`config.mk`:
```
export PLATFORM = sky130hd
export DESIGN_NAME = uart_to_parallel_rx
export DESIGN_NICKNAME = d
export VERILOG_FILES = /design/src/rtl/uart_to_parallel_rx.sv
export SDC_FILE = /design/constraint.sdc
export NUM_CORES = 1
export LEC_CHECK = 0
export BUFFER_PORTS_ARGS = -buffer_cell sky130_fd_sc_hd__buf_2
export CORE_ASPECT_RATIO = 0.5
export CORE_UTILIZATION = 35
export DETAILED_ROUTE_END_ITERATION = 10
export PLACE_DENSITY = 0.61
export SKIP_CTS_REPAIR_TIMING = 1
export SYNTH_ARGS = -nofsm -noshare
export SYNTH_HDL_FRONTEND = slang
export SYNTH_SLANG_ARGS = --single-unit
```
`constraint.sdc`:
```
create_clock -name clk -period 3.3 [get_ports clk]
set_input_delay 0.165 -clock clk [delete_from_list [all_inputs] [get_ports clk]]
set_output_delay 0.165 -clock clk [all_outputs]
set_load 0.005 [all_outputs]
```
`src/rtl/uart_to_parallel_rx.sv`:
```
// UART 8N1 receiver with a nibble-wide host read port.
// The rx pin is synchronised, each bit is sampled mid-period, and the completed
// byte lands in a holding register that the host reads as two 4-bit nibbles.
//
// state     | meaning
// ----------+------------------------------------------------------------
// IDLE      | line idle, waiting for a falling edge on rx_s
// START     | counting to mid start bit; a high sample there is a glitch
// DATA      | sampling eight data bits, LSB first
// STOP      | sampling the stop bit; good frame updates hold/data_valid
// WAIT_HIGH | bad stop bit seen; wait for line to go high before re-arming
module uart_to_parallel_rx #(
   parameter int CLKS_PER_BIT = 16,
   parameter int SYNC_STAGES  = 2
) (
   input  logic       clk,
   input  logic       reset,
   input  logic       rx,
   input  logic       nibble_sel,
   input  logic       ack,
   output logic [3:0] data_out,
   output logic       data_valid,
   output logic       frame_err,
   output logic       overrun,
   output logic       busy
);

   localparam int HALF = CLKS_PER_BIT / 2;
   localparam int CW   = $clog2(CLKS_PER_BIT);

   // Terminal counts: the counter starts at 0 on the edge that enters a
   // phase, so reaching N-1 marks the N-th edge of that phase.
   localparam logic [CW-1:0] HALF_LAST = CW'(HALF - 1);
   localparam logic [CW-1:0] BIT_LAST  = CW'(CLKS_PER_BIT - 1);

   typedef enum logic [2:0] {
      IDLE,
      START,
      DATA,
      STOP,
      WAIT_HIGH
   } state_t;

   state_t                 state;
   logic [SYNC_STAGES-1:0] sync;
   logic                   rx_s;
   logic [CW-1:0]          cnt;
   logic [2:0]             bit_idx;
   logic [7:0]             shift;
   logic [7:0]             hold;

   // Metastability synchroniser; presets high so reset looks like an idle line.
   always_ff @(posedge clk) begin
      if (reset) sync <= '1;
      else       sync <= {sync[SYNC_STAGES-2:0], rx};
   end

   assign rx_s = sync[SYNC_STAGES-1];

   assign data_out = nibble_sel ? hold[7:4] : hold[3:0];

   // Receive FSM with all status outputs registered alongside it.
   always_ff @(posedge clk) begin
      if (reset) begin
         state      <= IDLE;
         cnt        <= '0;
         bit_idx    <= '0;
         shift      <= 8'h00;
         hold       <= 8'h00;
         data_valid <= 1'b0;
         frame_err  <= 1'b0;
         overrun    <= 1'b0;
         busy       <= 1'b0;
      end else begin
         // Host acknowledge; a good frame completing this same cycle overrides it below.
         if (ack) begin
            data_valid <= 1'b0;
            overrun    <= 1'b0;
         end

         case (state)
            IDLE: begin
               if (!rx_s) begin
                  cnt   <= '0;
                  state <= START;
                  busy  <= 1'b1;
               end
            end

            START: begin
               if (cnt == HALF_LAST) begin
                  cnt <= '0;
                  if (rx_s) begin
                     state <= IDLE;
                     busy  <= 1'b0;
                  end else begin
                     state   <= DATA;
                     bit_idx <= 3'd0;
                  end
               end else begin
                  cnt <= cnt + 1'b1;
               end
            end

            DATA: begin
               if (cnt == BIT_LAST) begin
                  cnt   <= '0;
                  shift <= {rx_s, shift[7:1]};
                  if (bit_idx == 3'd7) state <= STOP;
                  else                 bit_idx <= bit_idx + 3'd1;
               end else begin
                  cnt <= cnt + 1'b1;
               end
            end

            STOP: begin
               if (cnt == BIT_LAST) begin
                  cnt <= '0;
                  if (rx_s) begin
                     hold       <= shift;
                     data_valid <= 1'b1;
                     frame_err  <= 1'b0;
                     // An ack landing with the new byte consumes the old one cleanly.
                     overrun    <= !ack && (overrun || data_valid);
                     state      <= IDLE;
                     busy       <= 1'b0;
                  end else begin
                     frame_err <= 1'b1;
                     state     <= WAIT_HIGH;
                  end
               end else begin
                  cnt <= cnt + 1'b1;
               end
            end

            WAIT_HIGH: begin
               if (rx_s) begin
                  state <= IDLE;
                  busy  <= 1'b0;
               end
            end

            default: begin
               state <= IDLE;
               busy  <= 1'b0;
            end
         endcase
      end
   end

endmodule

```
==> flow_metrics.env <==
export IMPL_hp_class="in2reg"
export IMPL_yosysSeqAreaShare_pct=40.16
export IMPL_setup_viol=0
export IMPL_synthTopCellsByCount="dfxtp_1, a21oi_1, nand3_1, o21ai_1"
export IMPL_clkSlewWorstSetupHoldPaths_ns=0.07
export IMPL_wirelength_um=3302
export IMPL_clock_path_buffers=2
export IMPL_ys_ff_latch=32
export IMPL_htreeDepth=2
export IMPL_tritoncts="built"
export IMPL_yosys_warnings=0
export IMPL_vias_per_cell=5.670
export IMPL_syn_area_per_cell_um2=9.116
export IMPL_start_util_pct=38.68
export IMPL_crit_fanout=10
export IMPL_cts_sinks=32
export IMPL_synth_top_flop_cell="dfxtp_1"
export IMPL_grt_usage_pct=15.05
export IMPL_grt_start_max_net_pins=34
export IMPL_syn_inst=175
export IMPL_cts_buffers=5
export IMPL_drtAntennaViolNets=0
export IMPL_critPathKind="reg2reg"
export IMPL_overflow=0
export IMPL_powerDensity_nw_per_um2=454.3
export IMPL_end_kind="flop"
export IMPL_yosysTopAreaCellShare_pct=40.16
export IMPL_finClkSkew_ns=0.003470
export IMPL_diodes=0
export IMPL_cpLargestDelayFamily="simple AND/OR/NAND/NOR gates"
export IMPL_clk_latency_ns=0.28
export IMPL_grt_pass1_wl_um=5589
export IMPL_post_drt_wl_per_cell_um=14.17
export IMPL_netlist_cell_type_count=49
export IMPL_synth_area_um2=1595
export IMPL_route_vias_total=1321
export IMPL_finalPower_w=0.0007935
export IMPL_leakage_nw=0.6074
export IMPL_cp_required_ns=3.52
export IMPL_crit_slowest_cell="nor4_2"
export IMPL_antenna_found_initial=0
export IMPL_synth_most_common_cell="dfxtp_1"
export IMPL_clock_fmax_ghz=0.5879
export IMPL_relSlewSlack_pct=51.51
export IMPL_die_w_um=97.48
export IMPL_core_area_um2=4124
export IMPL_finalMaxSlewViolations=0
export IMPL_worstMarginPinSlew_ns=0.7263
export IMPL_area_growth_pct=9.490
export IMPL_drive_gt1_share_pct=18.44
export IMPL_cp_start_kind="flop"
export IMPL_crit_arrival_ns=1.92
export IMPL_die_area_um2=4848
export IMPL_synth_area_top_cells="dfxtp_1, a21oi_1, o31ai_1"
export IMPL_period_minus_slack_ns=1.701
export IMPL_yosysTopAreaCell="dfxtp_1"
export IMPL_place_congestion=0.8528
export IMPL_drt_first_pass_iters=4
export IMPL_rows=16
export IMPL_r2r_slack_ns=1.60
export IMPL_async_flop_share_pct=0
export IMPL_crit_chain="ha_1, nand3b_1, nor4_2, o2bb2ai_1"
export IMPL_synth_edff_count=0
export IMPL_dp_hpwl_um=2143
export IMPL_die_y_um=49.74
export IMPL_synth_fp_nets=183
export IMPL_hold_viol_final=0
export IMPL_outcome="completed"
export IMPL_route_detailed_drc=0
export IMPL_path_buf_inv=0
export IMPL_io_pins=13
export IMPL_critical_path_max_stage_delay_ns=0.44
export IMPL_maxCapViolations=0
export IMPL_rsz0062_at_grt="no"
export IMPL_detail_route_iter0_violations=84
export IMPL_ir_drop_mv=0.1558
export IMPL_timing_setup_tns_ns=0
export IMPL_grt_pass1_vias=1131
export IMPL_cts_root_buf="clkbuf_8"
export IMPL_nFillCells=397
export IMPL_period_share_pct=51.54
export IMPL_nets=186
export IMPL_whs_ns=0.05643
export IMPL_numPortBuffers=12
-- metrics by stage --
| stage | setup slack [ns] | util [%] | area (um^2) | std cells |
|---|---|---|---|---|
| final | 1.599 | 42.35 | 1747 | 233 |
| after floorplan | 1.735 | - | 1595 | 175 |
| after global routing | 1.394 | 42.35 | 1747 | 233 |
| after detailed placement | 1.630 | 39.75 | 1639 | 225 |
| after CTS | 1.584 | 42.35 | 1747 | 233 |
| after global placement | 1.633 | 39.75 | 1639 | 225 |
-- cell usage in the layout, fill, tap and decap left out, types with 2 or more instances in the layout --
cell       netlist  routed
dfxtp_1         32      32
o21ai_0          3       3
nand3_1         10      10
nor3b_1          2       2
nand3b_1         2       2
inv_1            6       6
mux2_2           4       4
nand2b_1         3       3
clkbuf_8         0       5
nand2_1          2       2
and3b_1          3       3
o31ai_1          8       8
o21ai_1          9       9
nand4_1          8       8
o2bb2ai_1        3       3
ha_1             3       3
a21oi_1         22      22
or2_2            3       3
nor2_1           5       5
nor3_1           3       3
buf_2            7      12
o211ai_1         3       3
-- cell type report --
class / count / area [um^2] / share of cell area, %
Tap cell: 54 / 67.56 / 3.868
Inverter: 6 / 22.52 / 1.289
Clock inverter: 2 / 35.03 / 2.006
Multi-Input combinational cell: 121 / 848.3 / 48.57
Timing Repair Buffer: 12 / 60.06 / 3.438
Clock buffer: 6 / 72.57 / 4.155
Sequential cell: 32 / 640.6 / 36.68
-- registers in the layout (all words and copies together), names as in the netlist --
signal and flops:
data_valid 1, shift 8, state 3, busy 1, overrun 1, frame_err 1
bit_idx 3, hold 8, sync 2, cnt 4
-- logic make-up (layout without fill, tap and decap cells) --
| logic type | Yosys count | count (layout) | synth area share, % |
|---|---|---|---|
| AO/OA/AOI/OAI | 62 | 62 | 27.06 |
| XOR/XNOR | 1 | 1 | 0.5491 |
| adder cells (fa/ha/maj) | 3 | 3 | 2.353 |
| buffers and inverters | 22 | 26 | 6.666 |
| flip-flops | 32 | 32 | 40.16 |
| multiplexers | 4 | 4 | 2.823 |
| AND/OR/NAND/NOR | 51 | 51 | 20.39 |
-- path summary, 6_finish.rpt --
check / startpoint / end / cells after the start
max: cnt[0] / bit_idx[0] / 4
min: ack / overrun / 2
max reg2reg: cnt[0] / bit_idx[0] / 4
min reg2reg: sync[0] / sync[1] / 1
-- metal layers --
| metal | wire [um] | up-vias | GRT usage [%] | part of all wire [%] |
|---|---|---|---|---|
| li1 | - | 670 | - | - |
| met1 | 1722 | 616 | 21.60 | 52 |
| met2 | 1378 | 30 | 19.70 | 42 |
| met3 | 158 | 5 | 5.106 | 4.8 |
| met4 | 43 | 0 | 7.353 | 1.3 |
| met5 | 0 | - | 0 | 0 |
-- where the power goes --
part	internal (W)	total, W	switching, W	leakage [nW]
clock	0.000224	0.000367	0.000143	0.0552
combinational	0.0000129	0.0000297	0.0000168	0.294
sequential	0.000390	0.000397	0.00000671	0.259
Note: power is estimated with default switching activity, not from simulation.
